$ cat src/rtl/hpf_sched_pkg.sv
// Shared widths, FSM encodings and saturation helper for the multiplexed high-pass scheduler.
package hpf_sched_pkg;

    localparam int unsigned SAMPLE_W           = 16;
    localparam int unsigned COEF_W             = 17;
    localparam int unsigned SUM_W              = 19;
    localparam int unsigned CYCLES_PER_CHANNEL = 4;

    typedef logic [2:0] state_t;

    localparam state_t StIdle  = 3'd0;
    localparam state_t StLoad  = 3'd1;
    localparam state_t StMul1  = 3'd2;
    localparam state_t StMul2  = 3'd3;
    localparam state_t StStore = 3'd4;
    localparam state_t StDone  = 3'd5;

    function automatic logic signed [SAMPLE_W-1:0] sat16(input logic signed [SUM_W-1:0] v);
        if (v > 19'sd32767) begin
            return 16'sh7fff;
        end else if (v < -19'sd32768) begin
            return 16'sh8000;
        end else begin
            return v[SAMPLE_W-1:0];
        end
    endfunction

endpackage

$ cat src/rtl/hpf_channel_scheduler_if.sv
// Sample, coefficient-write and result bundle between the scheduler and its host.
interface hpf_channel_scheduler_if #(
    parameter int unsigned NUM_CHANNELS = 4
);
    logic                        audio_clk_en;
    logic [16*NUM_CHANNELS-1:0]  in_samples;
    logic                        cfg_we;
    logic [3:0]                  cfg_chan;
    logic [16:0]                 cfg_alpha;
    logic [16:0]                 cfg_leak;
    logic [16*NUM_CHANNELS-1:0]  out_samples;
    logic                        out_valid;
    logic                        busy;
    logic                        overrun;

    modport master (
        output audio_clk_en, in_samples, cfg_we, cfg_chan, cfg_alpha, cfg_leak,
        input  out_samples, out_valid, busy, overrun
    );

    modport slave (
        input  audio_clk_en, in_samples, cfg_we, cfg_chan, cfg_alpha, cfg_leak,
        output out_samples, out_valid, busy, overrun
    );
endinterface

$ cat src/rtl/hpf_update_datapath.sv
// Two-stage leaky high-pass update: s = (leak*y_prev >>> 16) + x - x_prev, y = sat16(alpha*s >>> 16).
module hpf_update_datapath
    import hpf_sched_pkg::*;
(
    input  logic                       clk,
    input  logic                       reset,
    input  logic signed [SAMPLE_W-1:0] x_i,
    input  logic signed [SAMPLE_W-1:0] x_prev_i,
    input  logic signed [SAMPLE_W-1:0] y_prev_i,
    input  logic        [COEF_W-1:0]   alpha_i,
    input  logic        [COEF_W-1:0]   leak_i,
    output logic signed [SAMPLE_W-1:0] y_o
);

    logic signed [SAMPLE_W-1:0] x_q, xp_q, yp_q, y_q;
    logic        [COEF_W-1:0]   alpha_q, leak_q, alpha1_q;
    logic signed [SUM_W-1:0]    s_q, s_d, p, q;
    logic signed [33:0]         p_full;
    logic signed [36:0]         q_full;

    // Coefficients are unsigned 0..65536, so zero-extend before the signed multiply.
    assign p_full = 34'($signed({1'b0, leak_q})) * 34'(yp_q);
    assign p      = SUM_W'(p_full >>> 16);
    assign s_d    = p + SUM_W'(x_q) - SUM_W'(xp_q);
    assign q_full = 37'($signed({1'b0, alpha1_q})) * 37'(s_q);
    assign q      = SUM_W'(q_full >>> 16);
    assign y_o    = y_q;

    always_ff @(posedge clk) begin
        if (reset) begin
            x_q      <= '0;
            xp_q     <= '0;
            yp_q     <= '0;
            alpha_q  <= '0;
            leak_q   <= '0;
            alpha1_q <= '0;
            s_q      <= '0;
            y_q      <= '0;
        end else begin
            x_q      <= x_i;
            xp_q     <= x_prev_i;
            yp_q     <= y_prev_i;
            alpha_q  <= alpha_i;
            leak_q   <= leak_i;
            alpha1_q <= alpha_q;
            s_q      <= s_d;
            y_q      <= sat16(q);
        end
    end

endmodule

$ cat src/rtl/hpf_channel_scheduler.sv
// Sequences NUM_CHANNELS high-pass channels through one shared datapath per audio tick.
module hpf_channel_scheduler
    import hpf_sched_pkg::*;
#(
    parameter int unsigned NUM_CHANNELS             = 4,
    parameter int unsigned CLOCK_RATE               = 50000000,
    parameter int unsigned SAMPLE_RATE              = 48000,
    parameter logic [16:0] DEFAULT_ALPHA_16_SHIFTED = 17'd65527,
    parameter logic [16:0] DEFAULT_LEAK_16_SHIFTED  = 17'd65039
) (
    input logic                     clk,
    input logic                     reset,
    hpf_channel_scheduler_if.slave  bus_io
);

    localparam int unsigned ChanW = (NUM_CHANNELS > 1) ? $clog2(NUM_CHANNELS) : 1;

    if (NUM_CHANNELS < 1 || NUM_CHANNELS > 16) begin : g_chan_check
        $error("NUM_CHANNELS must be in 1..16");
    end
    if (CYCLES_PER_CHANNEL * NUM_CHANNELS + 2 > CLOCK_RATE / SAMPLE_RATE) begin : g_rate_check
        $error("Sequence does not fit in one sample period");
    end

    state_t                     state_q, state_d;
    logic [ChanW-1:0]           chan_q;
    logic                       overrun_q;
    logic [16*NUM_CHANNELS-1:0] out_q, res_next;
    logic signed [SAMPLE_W-1:0] snap_q   [NUM_CHANNELS];
    logic signed [SAMPLE_W-1:0] x_prev_q [NUM_CHANNELS];
    logic signed [SAMPLE_W-1:0] y_prev_q [NUM_CHANNELS];
    logic [COEF_W-1:0]          alpha_sh_q [NUM_CHANNELS];
    logic [COEF_W-1:0]          leak_sh_q  [NUM_CHANNELS];
    logic [COEF_W-1:0]          alpha_q    [NUM_CHANNELS];
    logic [COEF_W-1:0]          leak_q     [NUM_CHANNELS];
    logic [NUM_CHANNELS-1:0]    cfg_hit;
    logic                       tick_accept, last_chan;
    logic signed [SAMPLE_W-1:0] y;

    assign tick_accept = bus_io.audio_clk_en && (state_q == StIdle);
    assign last_chan   = (chan_q == ChanW'(NUM_CHANNELS - 1));

    always_comb begin
        cfg_hit  = '0;
        res_next = '0;
        for (int i = 0; i < NUM_CHANNELS; i++) begin
            cfg_hit[i] = bus_io.cfg_we && (32'(bus_io.cfg_chan) == 32'(i));
            res_next[16*i +: 16] = (chan_q == ChanW'(i)) ? y : y_prev_q[i];
        end
    end

    always_comb begin
        state_d = state_q;
        unique case (state_q)
            StIdle:  if (tick_accept) state_d = StLoad;
            StLoad:  state_d = StMul1;
            StMul1:  state_d = StMul2;
            StMul2:  state_d = StStore;
            StStore: state_d = last_chan ? StDone : StLoad;
            StDone:  state_d = StIdle;
            default: state_d = StIdle;
        endcase
    end

    hpf_update_datapath u_datapath (
        .clk      (clk),
        .reset    (reset),
        .x_i      (snap_q[chan_q]),
        .x_prev_i (x_prev_q[chan_q]),
        .y_prev_i (y_prev_q[chan_q]),
        .alpha_i  (alpha_q[chan_q]),
        .leak_i   (leak_q[chan_q]),
        .y_o      (y)
    );

    always_ff @(posedge clk) begin
        if (reset) begin
            state_q   <= StIdle;
            chan_q    <= '0;
            overrun_q <= 1'b0;
            out_q     <= '0;
            for (int i = 0; i < NUM_CHANNELS; i++) begin
                snap_q[i]     <= '0;
                x_prev_q[i]   <= '0;
                y_prev_q[i]   <= '0;
                alpha_sh_q[i] <= DEFAULT_ALPHA_16_SHIFTED;
                leak_sh_q[i]  <= DEFAULT_LEAK_16_SHIFTED;
                alpha_q[i]    <= DEFAULT_ALPHA_16_SHIFTED;
                leak_q[i]     <= DEFAULT_LEAK_16_SHIFTED;
            end
        end else begin
            state_q <= state_d;
            if (bus_io.audio_clk_en && (state_q != StIdle)) overrun_q <= 1'b1;
            for (int i = 0; i < NUM_CHANNELS; i++) begin
                if (cfg_hit[i]) begin
                    alpha_sh_q[i] <= bus_io.cfg_alpha;
                    leak_sh_q[i]  <= bus_io.cfg_leak;
                end
                // A write landing on the accepting tick bypasses straight into the active set.
                if (tick_accept) begin
                    snap_q[i]  <= bus_io.in_samples[16*i +: 16];
                    alpha_q[i] <= cfg_hit[i] ? bus_io.cfg_alpha : alpha_sh_q[i];
                    leak_q[i]  <= cfg_hit[i] ? bus_io.cfg_leak : leak_sh_q[i];
                end
            end
            if (tick_accept) chan_q <= '0;
            if (state_q == StStore) begin
                y_prev_q[chan_q] <= y;
                x_prev_q[chan_q] <= snap_q[chan_q];
                if (last_chan) out_q <= res_next;
                else chan_q <= ChanW'(chan_q + 1'b1);
            end
        end
    end

    assign bus_io.out_samples = out_q;
    assign bus_io.out_valid   = (state_q == StDone);
    assign bus_io.busy        = (state_q != StIdle) && (state_q != StDone);
    assign bus_io.overrun     = overrun_q;

endmodule

$ cat src/flat_wrapper.sv
// flat-port wrapper written by rule: the top's interface ports become plain ports
module hpf_channel_scheduler_flat import hpf_sched_pkg::*;
#(
    parameter int unsigned NUM_CHANNELS             = 4,
    parameter int unsigned CLOCK_RATE               = 50000000,
    parameter int unsigned SAMPLE_RATE              = 48000,
    parameter logic [16:0] DEFAULT_ALPHA_16_SHIFTED = 17'd65527,
    parameter logic [16:0] DEFAULT_LEAK_16_SHIFTED  = 17'd65039
)
  (clk, reset, bus_io_audio_clk_en, bus_io_in_samples, bus_io_cfg_we, bus_io_cfg_chan, bus_io_cfg_alpha, bus_io_cfg_leak, bus_io_out_samples, bus_io_out_valid, bus_io_busy, bus_io_overrun);
  hpf_channel_scheduler_if #(.NUM_CHANNELS(NUM_CHANNELS)) bus_io_i ();
  input logic clk;
  input logic reset;
  input wire logic [$bits(bus_io_i.audio_clk_en)-1:0] bus_io_audio_clk_en;
  input wire logic [$bits(bus_io_i.in_samples)-1:0] bus_io_in_samples;
  input wire logic [$bits(bus_io_i.cfg_we)-1:0] bus_io_cfg_we;
  input wire logic [$bits(bus_io_i.cfg_chan)-1:0] bus_io_cfg_chan;
  input wire logic [$bits(bus_io_i.cfg_alpha)-1:0] bus_io_cfg_alpha;
  input wire logic [$bits(bus_io_i.cfg_leak)-1:0] bus_io_cfg_leak;
  output wire logic [$bits(bus_io_i.out_samples)-1:0] bus_io_out_samples;
  output wire logic [$bits(bus_io_i.out_valid)-1:0] bus_io_out_valid;
  output wire logic [$bits(bus_io_i.busy)-1:0] bus_io_busy;
  output wire logic [$bits(bus_io_i.overrun)-1:0] bus_io_overrun;
  assign bus_io_i.audio_clk_en = bus_io_audio_clk_en;
  assign bus_io_i.in_samples = bus_io_in_samples;
  assign bus_io_i.cfg_we = bus_io_cfg_we;
  assign bus_io_i.cfg_chan = bus_io_cfg_chan;
  assign bus_io_i.cfg_alpha = bus_io_cfg_alpha;
  assign bus_io_i.cfg_leak = bus_io_cfg_leak;
  assign bus_io_out_samples = bus_io_i.out_samples;
  assign bus_io_out_valid = bus_io_i.out_valid;
  assign bus_io_busy = bus_io_i.busy;
  assign bus_io_overrun = bus_io_i.overrun;
  hpf_channel_scheduler #(.NUM_CHANNELS(NUM_CHANNELS), .CLOCK_RATE(CLOCK_RATE), .SAMPLE_RATE(SAMPLE_RATE), .DEFAULT_ALPHA_16_SHIFTED(DEFAULT_ALPHA_16_SHIFTED), .DEFAULT_LEAK_16_SHIFTED(DEFAULT_LEAK_16_SHIFTED)) u_core (.clk(clk), .reset(reset), .bus_io(bus_io_i));
endmodule
$ cat config.mk
export PLATFORM = sky130hd
export DESIGN_NAME = hpf_channel_scheduler_flat
export DESIGN_NICKNAME = d
export VERILOG_FILES = /design/src/rtl/hpf_sched_pkg.sv /design/src/rtl/hpf_channel_scheduler_if.sv /design/src/rtl/hpf_update_datapath.sv /design/src/rtl/hpf_channel_scheduler.sv /design/src/flat_wrapper.sv
export SDC_FILE = /design/constraint.sdc
export NUM_CORES = 2
export LEC_CHECK = 0
export CORE_MARGIN = 8
export CORE_UTILIZATION = 35
export CTS_CLUSTER_SIZE = 14
export DETAILED_ROUTE_END_ITERATION = 8
export PLACE_DENSITY = 0.54
export SLEW_MARGIN = 20
export SYNTH_ARGS = -nofsm -noshare
export SYNTH_HDL_FRONTEND = slang
export SYNTH_SLANG_ARGS = --single-unit
$ cat constraint.sdc
create_clock -name clk -period 40 [get_ports clk]
set_input_delay 8 -clock clk [delete_from_list [all_inputs] [get_ports clk]]
set_output_delay 8 -clock clk [all_outputs]
set_load 0.02 [all_outputs]
======== Word level (Yosys, flattened, before mapping) ========
Memory sizes are Yosys's and may differ from the RTL's. A register that Yosys moved wholly into a read port is not among the register bits.
Cells that the tools add are included.
cells by class
  add/subtract/negate cells ............... 3
  multipliers ............................. 2
  magnitude comparators ................... 2
  eq/ne operators ......................... 13
  multiplexer cells ....................... 66
  bitwise gates (word level) .............. 20
  reductions and logical operators ........ 15
operator list
  operator                                                       number
  two-way mux 17 bit                                             24
  two-way mux 16 bit                                             10
  multiplier 18 x 19 -> 35 bit                                   1
  multiplier 18 x 16 -> 34 bit                                   1
  OR reduction 16 bit                                            2
  two-way mux 1 bit                                              22
  bitwise OR 1 bit                                               20
  adder 18 x 16 -> 19 bit                                        1
  > comparator 19 x 16 -> 1 bit (second input constant)          1
  less-than comparator 19 x 16 -> 1 bit (second input constant)  1
  subtractor 19 x 16 -> 19 bit                                   1
  two-way mux 15 bit                                             1
  case mux 3 bit (5 select lines)                                1
  two-way mux 2 bit                                              6
  equality test 4 x 2 -> 1 bit (second input constant)           2
  logical AND 1 bit                                              7
  equality test 3 x 2 -> 1 bit (second input constant)           2
  equality test 3 bit (second input constant)                    2
  two-way mux 3 bit                                              2
  equality test 2 bit (second input constant)                    2
  equality test 4 x 1 -> 1 bit (second input constant)           1
  zero test 4 bit                                                1
  equality test 3 x 1 -> 1 bit (second input constant)           1
  zero test 3 bit                                                1
  8 further kinds                                                8
word-level totals
  register bits after elaboration ......... 138
  bits in writable memories ............... 464
  logic and storage cells ................. 137
  memories ................................ 7
memories
  name               depth  bits a word  rd ports  clocked after Yosys merged registers in  write ports  RTL line                     source
  u_core.alpha_q     4      17           1         1                                        4            hpf_channel_scheduler.sv:34  logic [COEF_W-1:0] alpha_q [NUM_CHANNELS];
  u_core.alpha_sh_q  4      17           4         0                                        4            hpf_channel_scheduler.sv:32  logic [COEF_W-1:0] alpha_sh_q [NUM_CHANNELS];
  u_core.leak_q      4      17           1         1                                        4            hpf_channel_scheduler.sv:35  logic [COEF_W-1:0] leak_q [NUM_CHANNELS];
  u_core.leak_sh_q   4      17           4         0                                        4            hpf_channel_scheduler.sv:33  logic [COEF_W-1:0] leak_sh_q [NUM_CHANNELS];
  u_core.snap_q      4      16           1         1                                        4            hpf_channel_scheduler.sv:29  logic signed [SAMPLE_W-1:0] snap_q [NUM_CHANNELS];
  u_core.x_prev_q    4      16           1         1                                        4            hpf_channel_scheduler.sv:30  logic signed [SAMPLE_W-1:0] x_prev_q [NUM_CHANNELS];
  +1 memories        n/a    n/a          n/a       n/a                                      n/a          n/a

======== Depth between registers and ports, before layout ========
  depth in word-level cells ............... 6
  gate-level depth with buffers ........... 36

======== Hierarchy ========
Synthesis repeated with hierarchy kept, for this count alone.
second synthesis, totals
  cells, all modules ...................... 4425
  area, all modules ....................... 48263.8 µm²
by module, submodules not included
  module                 instances  cells an instance  area an instance (µm²)  sequential area each (µm²)
  hpf_update_datapath    1          2739               25040.3                 2682.6
  hpf_channel_scheduler  1          1686               23223.5                 15334.7

======== Worst setup path after synthesis ========
Ideal clock, no wire load.
  kind .................................... input-to-reg
  from .................................... in bus_io_audio_clk_en
  to ...................................... mem u_core.alpha_q[0][0], enable pin
  data arrival time ....................... 17.224 ns
  slack ................................... 21.974 ns
  stages .................................. 2
  path through ............................ inv_1 > o21bai_1
RTL lines
  element             RTL line                     source
  start: declaration  flat_wrapper.sv:14           input wire logic [$bits(bus_io_i.audio_clk_en)-1:0] bus_io_audio_clk_en;
  end: declaration    hpf_channel_scheduler.sv:34

==> key figures <==
STA
  – Setup TNS Final: 0 ps
  – Setup slack after layout: a little under 30000 ps
  – Final worst path period share: 27.8%
  – Unrepaired setup endpoints after global routing: no
  – Tmin final: ~11000 ps
  – Final Hold Fails: 0
  – Worst slew margin: 21.7%
  – Final setup viols: 0
  – Slew Viols, Final: 0
  – Worst slew pin tran: 1170 ps
  – Clk_skew: ~31 ps
  – FMAX: between 80 and 90 MHz

Synth
  – Yosys reg bits: 668
  – Async set or reset register ratio after synthesis: 0%
  – Yosys top cell by area: edfxtp_1
  – Post-synth top flop: edfxtp_1
  – Avg Synthesized Cell Area: between 10 and 15 um^2
  – Cells after Synth: ~4.5k
  – Syn_nets: around 5.4k
  – Ys Warns: 0
  – Synthesized area: around 48000 um^2
  – Main area contributors after synthesis: edfxtp_1 29%, fa_1 23%, dfxtp_1 8.6%, and2_1 6.2%, nand2_1 5.9%
  – Yosys top cell area share: about 29%
  – Post-synth EDFFs: 464
  – Post-synthesis sequential area ratio: a little under two fifths
  – Library cells used by synthesis: 70

Place
  – Detail Placement HPWL: 84500 um
  – I/O Buffers: 172
  – Pre-CTS setup slack: ~28000 ps
  – RD Place Congestion: slightly below 0.8

Floorplanning
  – Row cnt: roughly 140
  – Die height: 385 um
  – Chip width: 385 um
  – IO Count: 173
  – Initial Util: around a third
  – CORE AREA: 135000 um^2
  – Die area: approximately 150000 um^2

Detailed routing
  – Drt wl/cell: around 19 um
  – Iteration-0 DRC Markers: between 1.5k and 2k
  – Final WL: 122000 um
  – Final ANT Viol Nets: 0
  – DR DRC count: 0
  – Vias: slightly above 30k
  – Drt via density: about 4.8
  – TritonRoute pass-1 iters: 5

Outcome
  – Run status: finished, final reports clean

Power and ir drop
  – Peak VDD IR: approximately 0.053 mV
  – PwrDens: approximately 55 nW/um^2
  – Leak Pwr: ~0.023 uW

Critical path
  – CP Data Required Time: just over 40000 ps
  – Crit-path max FO: 76
  – CP Class: in -> reg
  – Worst Path Arrival: about 11000 ps
  – Critical Path Sink Type: register
  – CP Launch Type: input pin

Finish
  – Share of layout cells above drive strength 1: roughly 6.5%
  – Area Growth Syn to Fin: 12.7%
  – Final #Nets: around 5.4k

Clock tree
  – TritonCTS Buffers: 77
  – H-Tree Depth: 3
  – CTS max path bufs: 3
  – Post-CTS Setup Repair Bufs: 0
  – Worst-skew pair later-pin latency: ~630 ps
  – Clock transition at path regs: 50 ps
  – Resized Gates After CTS: 0
  – Post-CTS Hold Buffers: 0
  – Num Clock Sinks: approximately 670
  – Root buf cell: clkbuf_16
  – TritonCTS clock tree: built

GRT
  – Global-route wire length before repair: between 150000 and 200000 um
  – Vias in the first global route: approximately 33k
  – Grt ovf: 0
  – Antenna violations before repair: 7
  – Overall routing resource usage: ~17%
  – Largest net degree at the start of global routing: 139

Job
  – Max-cap viol count: 0

Min path
  – HP Class: reg -> reg
-- final cells by class --
cell class              instances  area, um^2
fillers                     13153       81500
flip-flops and latches        668       18000
multi-input cells            2868       26200
well taps                    1781        2230
repair buffers                227        2150
clock inverters                30         272
clock buffers                 112        2220
diodes                          4        10.0
inverters                     713        2680
-- synth_stat cells (all sizes together) (7+ instances only) --
cell,number
nand2,755
inv,712
fa,537
and2,471
edfxtp,464
ha,225
clkbuf,223
dfxtp,204
a21oi,140
or3,112
nand3,111
nor2b,107
mux4,82
nor2,54
xnor2,47
o21ai,34
a21o,33
nand2b,23
xor2,21
buf,18
nor3,18
and3,12
o21bai,9
o211ai,8
a211oi,7
or2,7
-- report_power, final --
group	switching (uW)	internal [uW]	total [uW]
Clock	283	407	690
Combinational	809	558	1370
Sequential	71.6	802	874
Total	1160	1770	2930
-- per-stage QoR --
stage / hold slack [ps] / area (um^2) / power, uW / cells / utilization [%]
6_report: 434 / 53800 / 2930 / 6403 / 39.7
5_1_grt: 450 / 53700 / 3180 / 6400 / 39.7
4_1_cts: 437 / 53700 / 2970 / 6399 / 39.7
3_5_place_dp: 425 / 51200 / 2260 / 6257 / 37.9
3_3_place_gp: 419 / 51200 / 2250 / 6257 / 37.9
2_1_floorplan: 414 / 47700 / 1870 / 4490 / -
-- sequential cells by signal, indices dropped and copies added, names as in the netlist, 19 cells and up --
name                   cells
bus_io_out_samples        49
u_core.alpha_sh_q         68
u_core.x_prev_q           64
u_core.y_prev_q           64
u_core.u_datapath.s_q     19
u_core.snap_q             64
u_core.alpha_q            68
u_core.leak_q             68
u_core.leak_sh_q          68
-- worst max-delay path, stage by stage --
cell	delay [ps]
clkdlybuf4s50_1	550
inv_1	130
o21bai_4	140
buf_4	580
buf_4	780
buf_4	880
-- routing by layer --
layer | wire length [um] | vias to the layer above | GRT usage [%] | share of wire (%)
li1 | - | 14344 | - | -
met1 | 54600 | 15798 | 22.6 | 45
met2 | 57800 | 661 | 27.6 | 47
met3 | 6110 | 177 | 2.61 | 5.0
met4 | 3570 | 2 | 5.11 | 2.9
met5 | 9 | - | 0 | 0.0074
-- cells in the final DEF, fill, tap and decap left out, types with 46 or more instances in the layout --
cell / Yosys / final
a21oi_1: 140 / 140
and2_1: 471 / 471
buf_4: 0 / 54
clkbuf_16: 0 / 78
clkdlybuf4s50_1: 0 / 171
dfxtp_1: 204 / 201
edfxtp_1: 464 / 464
fa_1: 537 / 537
ha_1: 225 / 225
inv_1: 712 / 712
mux4_2: 82 / 82
nand2_1: 755 / 753
nand3_1: 111 / 109
nor2_1: 53 / 52
nor2b_1: 107 / 107
or3_1: 110 / 109
xnor2_1: 46 / 46
-- worst paths after layout --
check | endpoint | cells after the start | start | slack, ps
worst max-delay path | u_core.leak_q[2][4] | 6 | bus_io_audio_clk_en | 28870
worst min-delay path | u_core.u_datapath.alpha1_q[5] | 1 | u_core.u_datapath.alpha_q[5] | 430
worst max register to register | u_core.u_datapath.s_q[17] | 30 | u_core.u_datapath.yp_q[15] | 30480
worst min register to register | u_core.u_datapath.alpha1_q[5] | 1 | u_core.u_datapath.alpha_q[5] | 430
-- kinds of logic (layout without fill, tap and decap cells) --
family | Yosys count | in the layout | synth area share [%]
AND/OR/NAND/NOR | 1687 | 1687 | 17.6
buffers and inverters | 954 | 1082 | 7.54
adder cells (fa/ha/maj) | 762 | 762 | 28.4
flip-flops | 668 | 668 | 37.8
AO/OA/AOI/OAI | 269 | 269 | 3.51
multiplexers | 82 | 82 | 3.87
XOR/XNOR | 68 | 68 | 1.26
other | 0 | 4 | 0
Note: power is estimated with default switching activity, not from simulation.
